`config.mk`:
```
export PLATFORM = sky130hd
export DESIGN_NAME = fixed2_psum_drain
export DESIGN_NICKNAME = d
export VERILOG_FILES = /design/src/rtl/fixed_pkg.sv /design/src/rtl/psum_fifo.sv /design/src/rtl/fixed2_psum_drain.sv
export SDC_FILE = /design/constraint.sdc
export NUM_CORES = 1
export LEC_CHECK = 0
export CORE_ASPECT_RATIO = 1.5
export CORE_MARGIN = 2
export CORE_UTILIZATION = 60
export DETAILED_ROUTE_END_ITERATION = 10
export GPL_TIMING_DRIVEN = 0
export HOLD_SLACK_MARGIN = 0.06
export PLACE_DENSITY = 0.78
export SLEW_MARGIN = 20
export SYNTH_ARGS = -nofsm -noshare
export SYNTH_HDL_FRONTEND = slang
export SYNTH_SLANG_ARGS = --single-unit
```
`constraint.sdc`:
```
create_clock -name clk -period 6.2 [get_ports clk]
set_input_delay 1.24 -clock clk [delete_from_list [all_inputs] [get_ports clk]]
set_output_delay 1.24 -clock clk [all_outputs]
set_load 0.01 [all_outputs]
```
`src/rtl/fixed_pkg.sv`:
```
// Shared types and helpers for the fixed-2-bit PE column datapath.
package fixed_pkg;

    typedef enum logic {
        IDLE  = 1'b0,
        ACCUM = 1'b1
    } state_e;

    localparam int unsigned SAT_MAX_W = 64;

    // Clamp a (width+1)-bit sum held in the low bits of value to a width-bit result.
    function automatic logic [SAT_MAX_W-1:0] sat_ext(
        input logic [SAT_MAX_W-1:0] value,
        input logic                 is_signed,
        input int unsigned          width
    );
        logic [SAT_MAX_W-1:0] mask;
        logic [SAT_MAX_W-1:0] smax;
        logic [SAT_MAX_W-1:0] smin;
        logic [SAT_MAX_W-1:0] top_sh;
        logic [SAT_MAX_W-1:0] msb_sh;
        logic [SAT_MAX_W-1:0] res;
        mask   = (SAT_MAX_W'(1) << width) - SAT_MAX_W'(1);
        smax   = (SAT_MAX_W'(1) << (width - 1)) - SAT_MAX_W'(1);
        smin   = SAT_MAX_W'(1) << (width - 1);
        top_sh = value >> width;
        msb_sh = value >> (width - 1);
        res    = value & mask;
        if (is_signed) begin
            if (top_sh[0] != msb_sh[0]) begin
                res = top_sh[0] ? smin : smax;
            end
        end else if (top_sh[0]) begin
            res = mask;
        end
        return res;
    endfunction

endpackage

```
`src/rtl/psum_fifo.sv`:
```
// Synchronous result FIFO with registered head output; push and pop may coincide even when full.
module psum_fifo #(
    parameter int unsigned WIDTH = 16,
    parameter int unsigned DEPTH = 4
) (
    input  logic             clk,
    input  logic             rst_n,
    input  logic             push,
    input  logic [WIDTH-1:0] push_data,
    input  logic             pop,
    output logic [WIDTH-1:0] pop_data,
    output logic             full,
    output logic             empty
);
    localparam int unsigned PTR_W = $clog2(DEPTH);
    localparam int unsigned CNT_W = $clog2(DEPTH + 1);

    logic [WIDTH-1:0] mem_q [DEPTH];
    logic [PTR_W-1:0] wr_q, wr_d;
    logic [PTR_W-1:0] rd_q, rd_d;
    logic [CNT_W-1:0] count_q, count_d;
    logic [WIDTH-1:0] head_q, head_d;
    logic             do_push, do_pop;

    assign full     = (count_q == CNT_W'(DEPTH));
    assign empty    = (count_q == '0);
    assign pop_data = head_q;

    always_comb begin
        do_pop  = pop && !empty;
        do_push = push && (!full || do_pop);
        wr_d    = wr_q;
        rd_d    = rd_q;
        count_d = count_q;
        if (do_push) wr_d = wr_q + 1'b1;
        if (do_pop)  rd_d = rd_q + 1'b1;
        if (do_push && !do_pop) begin
            count_d = count_q + 1'b1;
        end else if (do_pop && !do_push) begin
            count_d = count_q - 1'b1;
        end
        // Next head is the incoming word only when it lands exactly at the new read pointer.
        if (count_d == '0) begin
            head_d = '0;
        end else if (do_push && (rd_d == wr_q)) begin
            head_d = push_data;
        end else begin
            head_d = mem_q[rd_d];
        end
    end

    always_ff @(posedge clk) begin
        if (do_push) mem_q[wr_q] <= push_data;
    end

    always_ff @(posedge clk) begin
        if (!rst_n) begin
            wr_q    <= '0;
            rd_q    <= '0;
            count_q <= '0;
            head_q  <= '0;
        end else begin
            wr_q    <= wr_d;
            rd_q    <= rd_d;
            count_q <= count_d;
            head_q  <= head_d;
        end
    end

endmodule

```
`src/rtl/fixed2_psum_drain.sv`:
```
// Column psum sink: sums NUM_PASSES beats per result with saturation, queues results for a ready/valid consumer.
module fixed2_psum_drain
    import fixed_pkg::*;
#(
    parameter int unsigned COL_WIDTH  = 11,
    parameter int unsigned ACC_WIDTH  = 16,
    parameter int unsigned NUM_PASSES = 4,
    parameter int unsigned FIFO_DEPTH = 4
) (
    input  logic                 clk,
    input  logic                 rst_n,
    input  logic                 start,
    input  logic                 s_out,
    input  logic [COL_WIDTH-1:0] psum_in,
    input  logic                 psum_valid,
    output logic [ACC_WIDTH-1:0] out_data,
    output logic                 out_valid,
    input  logic                 out_ready,
    output logic                 busy,
    output logic                 sat_flag,
    output logic                 ovf_flag
);
    localparam int unsigned CNT_W = (NUM_PASSES > 1) ? $clog2(NUM_PASSES) : 1;

    state_e               state_q, state_d;
    logic                 s_q, s_d;
    logic [ACC_WIDTH-1:0] acc_q, acc_d;
    logic [CNT_W-1:0]     pass_q, pass_d;
    logic                 push_q, push_d;
    logic [ACC_WIDTH-1:0] push_data_q, push_data_d;
    logic                 sat_q, sat_d;
    logic                 ovf_q, ovf_d;

    logic [ACC_WIDTH:0]   acc_ext, psum_ext, sum;
    logic [SAT_MAX_W-1:0] sat_val;
    logic                 sat_hit;
    logic                 fifo_full, fifo_empty, pop;

    assign out_valid = !fifo_empty;
    assign pop       = out_valid && out_ready;
    assign busy      = (state_q == ACCUM);
    assign sat_flag  = sat_q;
    assign ovf_flag  = ovf_q;

    always_comb begin
        acc_ext  = s_q ? {acc_q[ACC_WIDTH-1], acc_q} : {1'b0, acc_q};
        psum_ext = {{(ACC_WIDTH + 1 - COL_WIDTH){s_q & psum_in[COL_WIDTH-1]}}, psum_in};
        sum      = acc_ext + psum_ext;
        sat_val  = sat_ext(SAT_MAX_W'(sum), s_q, ACC_WIDTH);
        // A clamped result never equals the plain truncation of the sum.
        sat_hit  = (sat_val != SAT_MAX_W'(sum[ACC_WIDTH-1:0]));
    end

    always_comb begin
        state_d     = state_q;
        s_d         = s_q;
        acc_d       = acc_q;
        pass_d      = pass_q;
        push_d      = 1'b0;
        push_data_d = push_data_q;
        sat_d       = sat_q;
        ovf_d       = ovf_q;
        if (push_q && fifo_full && !pop) ovf_d = 1'b1;
        if (start) begin
            state_d = ACCUM;
            s_d     = s_out;
            acc_d   = '0;
            pass_d  = '0;
            sat_d   = 1'b0;
            ovf_d   = 1'b0;
        end else if ((state_q == ACCUM) && psum_valid) begin
            if (sat_hit) sat_d = 1'b1;
            if (pass_q == CNT_W'(NUM_PASSES - 1)) begin
                push_d      = 1'b1;
                push_data_d = sat_val[ACC_WIDTH-1:0];
                acc_d       = '0;
                pass_d      = '0;
            end else begin
                acc_d  = sat_val[ACC_WIDTH-1:0];
                pass_d = pass_q + 1'b1;
            end
        end
    end

    always_ff @(posedge clk) begin
        if (!rst_n) begin
            state_q     <= IDLE;
            s_q         <= 1'b0;
            acc_q       <= '0;
            pass_q      <= '0;
            push_q      <= 1'b0;
            push_data_q <= '0;
            sat_q       <= 1'b0;
            ovf_q       <= 1'b0;
        end else begin
            state_q     <= state_d;
            s_q         <= s_d;
            acc_q       <= acc_d;
            pass_q      <= pass_d;
            push_q      <= push_d;
            push_data_q <= push_data_d;
            sat_q       <= sat_d;
            ovf_q       <= ovf_d;
        end
    end

    psum_fifo #(
        .WIDTH (ACC_WIDTH),
        .DEPTH (FIFO_DEPTH)
    ) u_fifo (
        .clk       (clk),
        .rst_n     (rst_n),
        .push      (push_q),
        .push_data (push_data_q),
        .pop       (pop),
        .pop_data  (out_data),
        .full      (fifo_full),
        .empty     (fifo_empty)
    );

endmodule
```
; ---- Yosys cells after proc, flatten, opt, wreduce, memory -nomap -nowiden
; Memory sizes are Yosys's and may differ from the RTL's. A register that Yosys moved wholly into a read port is not among the register bits.
; Cells that the tools add are included.
[word_totals]
latch_bits = 0
wordCells = 60
rom_bits = 0
memories = 1
output_inout_bits = 20
ff_bits = 46
input_bits = 17
ram_bits = 64
[classes]
shifts = 0
div_mod_pow = 0
n_mux = 13
mul = 0
order_cmp = 0
n_reduce_logical = 21
add_sub_neg = 6
n_eq_ne = 4
bitwise_logic = 4
[mem_list]
columns = name, words, width, read_ports, rd_ports_with_merged_regs, write_ports, line
row1 = u_fifo.mem_q, 4, 16, 1, 1, 1, psum_fifo.sv:18  ; logic [WIDTH-1:0] mem_q [DEPTH];
[op_table]
columns = op, n
row1 = two-way mux 64 bit, 2
row2 = inequality test 64 x 16 -> 1 bit, 1
row3 = two-way mux 16 bit, 3
row4 = adder 17 bit, 1
row5 = two-way mux 17 bit, 1
row6 = logical AND 1 bit, 8
row7 = adder 2 x 1 -> 2 bit (second input constant), 3
row8 = zero test 3 bit, 2
row9 = two-way mux 3 bit, 2
row10 = zero test 1 bit, 5
row11 = two-way mux 2 bit, 2
row12 = OR reduction 2 bit, 2
row13 = adder 3 x 1 -> 3 bit (second input constant), 1
row14 = == test 3 bit (second input constant), 1
row15 = two-way mux 1 bit, 3
row16 = inverter 1 bit, 3
row17 = AND reduction 3 bit, 1
row18 = OR reduction 3 bit, 1
row19 = subtractor 3 x 1 -> 3 bit (second input constant), 1
row20 = == test 2 bit (second input constant), 1
row21 = AND reduction 2 bit, 1
row22 = AND 1 bit, 1
row23 = logical OR 1 bit, 1
row24 = inequality test 1 bit, 1

; ---- Logic depth before layout (Yosys ltp)
[logic_depth]
word_depth = 12
ltp_mapped = 13
ltp_nobuf = 11

; ---- Hierarchy
; Synthesis repeated with hierarchy kept, for this count alone.
[hier_totals]
hier_cells = 573
area_unflattened_um2 = 6426.2
[by_module_without_submodules]
columns = module, cells_each, area_each_um2, instances
row1 = psum_fifo, 280, 4058.9, 1
row2 = fixed2_psum_drain, 293, 2367.3, 1

; ---- Worst setup path after synthesis
; OpenSTA, ideal clock, no wires.
[synth_timing]
path_kind = input-to-reg
startpoint = in psum_in[0]
endpoint = reg acc_q[3]
setup_ps = 122
path_slack_ps = 2508
path_buffers = 1
t_arrival_ps = 3570
stages = 12
path_cell_list = ha_1 > inv_1 > fa_1 > nand2b_1 > a211oi_1 > nor2_1 > o211ai_4 > xnor2_4 > o31ai_4 > and2b_1 > buf_6 > a221o_1
[synth_via]
elab_chain_len = 5
elab_cells_between_ends = 7
cone_classes = add/sub (1) / eq/ne (1) / mux (5)
[synth_rtl]
columns = item, line
row1 = "start, declared", fixed2_psum_drain.sv:14  ; input logic [COL_WIDTH-1:0] psum_in,
row2 = adder 17 bit (*), fixed2_psum_drain.sv:48  ; sum = acc_ext + psum_ext;
row3 = two-way mux 16 bit / inequality test 1 bit (equally long branches), "fixed_pkg.sv:31, fixed_pkg.sv:30"
row4 = two-way mux 64 bit, fixed_pkg.sv:30  ; if (top_sh[0] != msb_sh[0]) begin
row5 = two-way mux 64 bit (*), fixed_pkg.sv:29  ; if (is_signed) begin
row6 = two-way mux 16 bit (*), fixed2_psum_drain.sv:73  ; if (pass_q == CNT_W'(NUM_PASSES - 1)) begin
row7 = "end signal, assigned", fixed2_psum_drain.sv:89  ; acc_q <= '0;
row8 = "end signal, assigned", fixed2_psum_drain.sv:98  ; acc_q <= acc_d;
row9 = "end, declared", fixed2_psum_drain.sv:27  ; logic [ACC_WIDTH-1:0] acc_q, acc_d;
; Mark *: on every way between the ends. The rest lies on a longest branch, timed or not.
; A chain may end at the register's enable or synchronous reset.

; ---- Final worst setup path
[layout_timing]
startpoint = in psum_in[0]
endpoint = reg push_data_q[14]
[layout_via]
elab_chain_len = 4
elab_cells_between_ends = 6
cone_classes = add/sub (1) / eq/ne (1) / mux (4)
[layout_rtl]
columns = item, line
row1 = adder 17 bit (*), fixed2_psum_drain.sv:48
row2 = two-way mux 16 bit / inequality test 1 bit (equally long branches), "fixed_pkg.sv:31, fixed_pkg.sv:30"
row3 = two-way mux 64 bit, fixed_pkg.sv:30
row4 = two-way mux 64 bit (*), fixed_pkg.sv:29
row5 = "end signal, assigned", fixed2_psum_drain.sv:101  ; push_data_q <= push_data_d;
row6 = "end, declared", fixed2_psum_drain.sv:30  ; logic [ACC_WIDTH-1:0] push_data_q, push_data_d;
; Marked as above.

==> impl_results.md <==
* Full die area at 0.0103 sq mm
* TritonRoute pass-1 iters at 4
* Fin crit share at 68.7%
* Synth Instances at 462
* Die W at 83.7 um
* Layout Nets at 555
* Avg Cell Area, Syn at 12.4 sq um
* Crit start category: input port
* Filler Cells Inserted at 623
* CTS Hold Buffers Added at 0
* Post-DP HPWL at 7.90 mm
* Hold Path Sink: pass_q[1]
* WHS Path Cells at 2
* CP Class: in -> reg
* Total GRT Usage at 24.3%
* Ant diodes at 0
* Synth Area in Compound Gates at 11.7%
* R2r setup slk at 2.94 ns
* Post-CTS Setup Bufs at 0
* Io pins at 37
* Syn. warnings at 0
* Clk_skew at 0.00672 ns
* Reg2Reg Depth at 11
* Worst-path fanout max at 10
* Vias at 3760
* Die Ht at 124 um
* Slew at the pin closest to its max-slew limit at 0.967 ns
* Tot Pwr at 2.62 mW
* Multiplexer share of the synthesized area at 9.65%
* Core Area at 0.00925 sq mm
* Inserted Clock Buffers at 17
* Worst-Skew Late Latency at 0.41 ns
* Worst reg2reg endpoint: push_data_q[14]
* Vias in the first global route at 3972
* Simple-gate portion of the synthesized area at 11.4%
* Peak VDD IR at 0.000342 V
* CTS max path bufs at 2
* XOR/XNOR Fraction of Synth Area at 4.44%
* First DRT Iteration DRCs at 133
* Synth cell types at 62
* Slew Limit Headroom at 35.1%
* Clk sinks at 126
* Primary FF master, synth: edfxtp_1
* GRT overflow at 0
* Post-synthesis adder-cell area fraction at 4.73%
* Synth Net Count at 500
* Endpoint type of the worst setup path: register
* RSZ-0062 raised after global routing: false
* F_max at 235 MHz
* Post-synth EDFFs at 64
* Pin count of the biggest net entering global routing at 17
* Port Buf Inserts at 36
* Sequential-to-total area share from yosys stat at 55.3%
* Fraction of registers with async set or reset after synthesis at 0%
* Final Hold Vio Count at 0
* Worst slack, placed at 1.57 ns
* Leak Pwr at 2.56 nW
* CTS tree: yes
* Status: completed
* Area Growth Syn to Fin at 19.8%
* Starting Density at 61.8%
* Hold Path Class: reg -> reg
* Per-cell routed wire length at 17.9 um
* Gpl congestion at 0.823
* Clk slew on worst S/H paths at 0.05 ns
* Global-route wire length before repair at 19.0 mm
* RR Startpoint: acc_q[0]
* Post-cts gate resize count at 0
* Vias per inst at 5.86
* Setup TNS at 0 ns
* Post-synthesis register bit count at 126
* Synthesized area at 0.00572 sq mm
* Final ANT Viol Nets at 0
* Min Hold Slack at 0.457 ns
* Htree depth at 4
* Critical Path AT at 4.52 ns
* DRC at 0
* Power Density at 383 mW/mm^2
* Layout cells sized above 1 at 13.2%
* Setup violations, final at 0
* Root buffer cell: clkbuf_16
* Final critical-path required period at 4.26 ns
* Largest family of logic cells by synthesized area: compound AO/OA/AOI/OAI gates
* Max cap viols at 0
* Routed WL at 11.5 mm
* Cell Rows at 43
* Hold path start: pass_q[1]
* Final core area utilization at 74.0%
* Final worst-path setup slack at 1.94 ns
* CP required at 6.46 ns
* Max-slew violation count at 0
* Initial antenna violation count at 0
registers in the layout, summed over array words and instances, names as in the netlist:
name / flops
u_fifo.rd_q: 2
sat_flag: 1
busy: 1
pass_q: 2
push_q: 1
ovf_flag: 1
acc_q: 16
s_q: 1
push_data_q: 16
u_fifo.mem_q: 64
u_fifo.wr_q: 2
u_fifo.pop_data: 16
u_fifo.count_q: 3
through the flow:
| step | cell area (sq um) | cells |
|---|---|---|
| final | 6850 | 642 |
| after detailed placement | 6220 | 610 |
| after global placement | 6220 | 610 |
| after CTS | 6850 | 642 |
| after floorplan | 5720 | 462 |
| after global routing | 6850 | 642 |
critical path, cell delays in order:
cell,delay (ns)
clkdlybuf4s50_1,0.49
ha_1,0.22
inv_1,0.07
fa_1,0.40
nand2b_1,0.20
a211oi_1,0.44
nor2_1,0.19
o211ai_4,0.29
xnor2_4,0.21
a41o_1,0.21
clkbuf_1,0.42
nor3_1,0.14
area by class of cell:
cell class              count  area, sq um  share of cell area, %
multi-input cells         303         2400                   35.0
inverters                  16         60.1                  0.877
clock inverters            12          193                   2.81
well taps                 112          140                   2.05
clock buffers              20          437                   6.38
plain buffers              17         95.1                   1.39
flip-flops and latches    126         3160                   46.2
repair buffers             36          360                   5.26
layer usage:
metal  global-route usage [%]  share of wire, %  vias up  wire (um)
li1                         -                 -     1845          -
met1                     24.0                38     1815       4390
met2                     45.8                56       78       6480
met3                     5.94               2.4       22        274
met4                     14.0               3.1        0        359
met5                        0                 0        -          0
cell usage after synthesis, drive strengths merged, types with 2 or more instances:
cell type / number / share of area (%)
nor2b: 5 / 0.55
a221o: 10 / 1.8
edfxtp: 64 / 34
a211oi: 6 / 0.79
o21ai: 21 / 1.8
nor4b: 2 / 0.31
inv: 16 / 1.1
o31a: 2 / 0.31
nand2: 22 / 1.6
nand3: 12 / 1.2
and3: 6 / 0.66
o31ai: 4 / 0.77
nor3: 21 / 1.8
a31oi: 3 / 0.44
clkbuf: 9 / 0.59
dfxtp: 62 / 22
and2: 4 / 0.44
nand2b: 4 / 0.44
a21boi: 2 / 0.26
or3: 4 / 0.53
nor2: 44 / 2.9
xnor2: 14 / 2.6
a21oi: 28 / 2.5
nor3b: 2 / 0.26
o211ai: 7 / 1.2
mux4: 16 / 6.3
buf: 8 / 1.1
mux2i: 18 / 3.2
ha: 20 / 4.4
xor2: 9 / 1.8
cell usage in the layout, fill, tap and decap left out, types with 5 or more instances in the layout:
cell type / instances
clkbuf_16: 17
ha_1: 20
mux4_2: 16
a211oi_1: 6
inv_1: 15
nor2_1: 44
bufinv_16: 5
nor3_1: 21
xnor2_1: 12
mux2i_1: 18
o211ai_1: 6
clkdlybuf4s50_1: 36
dfxtp_1: 62
edfxtp_1: 64
o21ai_0: 19
nand2_1: 21
and3_1: 6
clkbuf_1: 12
nor2b_1: 5
a221o_1: 10
xor2_1: 7
a21oi_1: 27
nand3_1: 10
worst max path at each step:
stage,start,endpoint,cells after the start
2_1_floorplan,psum_in[0],acc_q[3],12
3_3_place_gp,psum_in[0],acc_q[3],13
3_5_place_dp,psum_in[0],push_data_q[6],12
4_1_cts,psum_in[0],push_data_q[6],12
5_1_grt,psum_in[0],push_data_q[6],12
6_report,psum_in[0],push_data_q[14],12
where the power goes:
| group | internal (mW) | switching, mW |
|---|---|---|
| clock | 0.709 | 0.347 |
| sequential | 0.914 | 0.0191 |
| combinational | 0.331 | 0.302 |
kinds of logic after synthesis:
group,Yosys count
AOI/OAI and AO/OA,93
muxes,35
DFF,126
adders and majority gates,21
xor gates and xnor gates,23
buffers and inverters,33
and+or+nand+nor,131
Note: power is estimated with default switching activity, not from simulation.
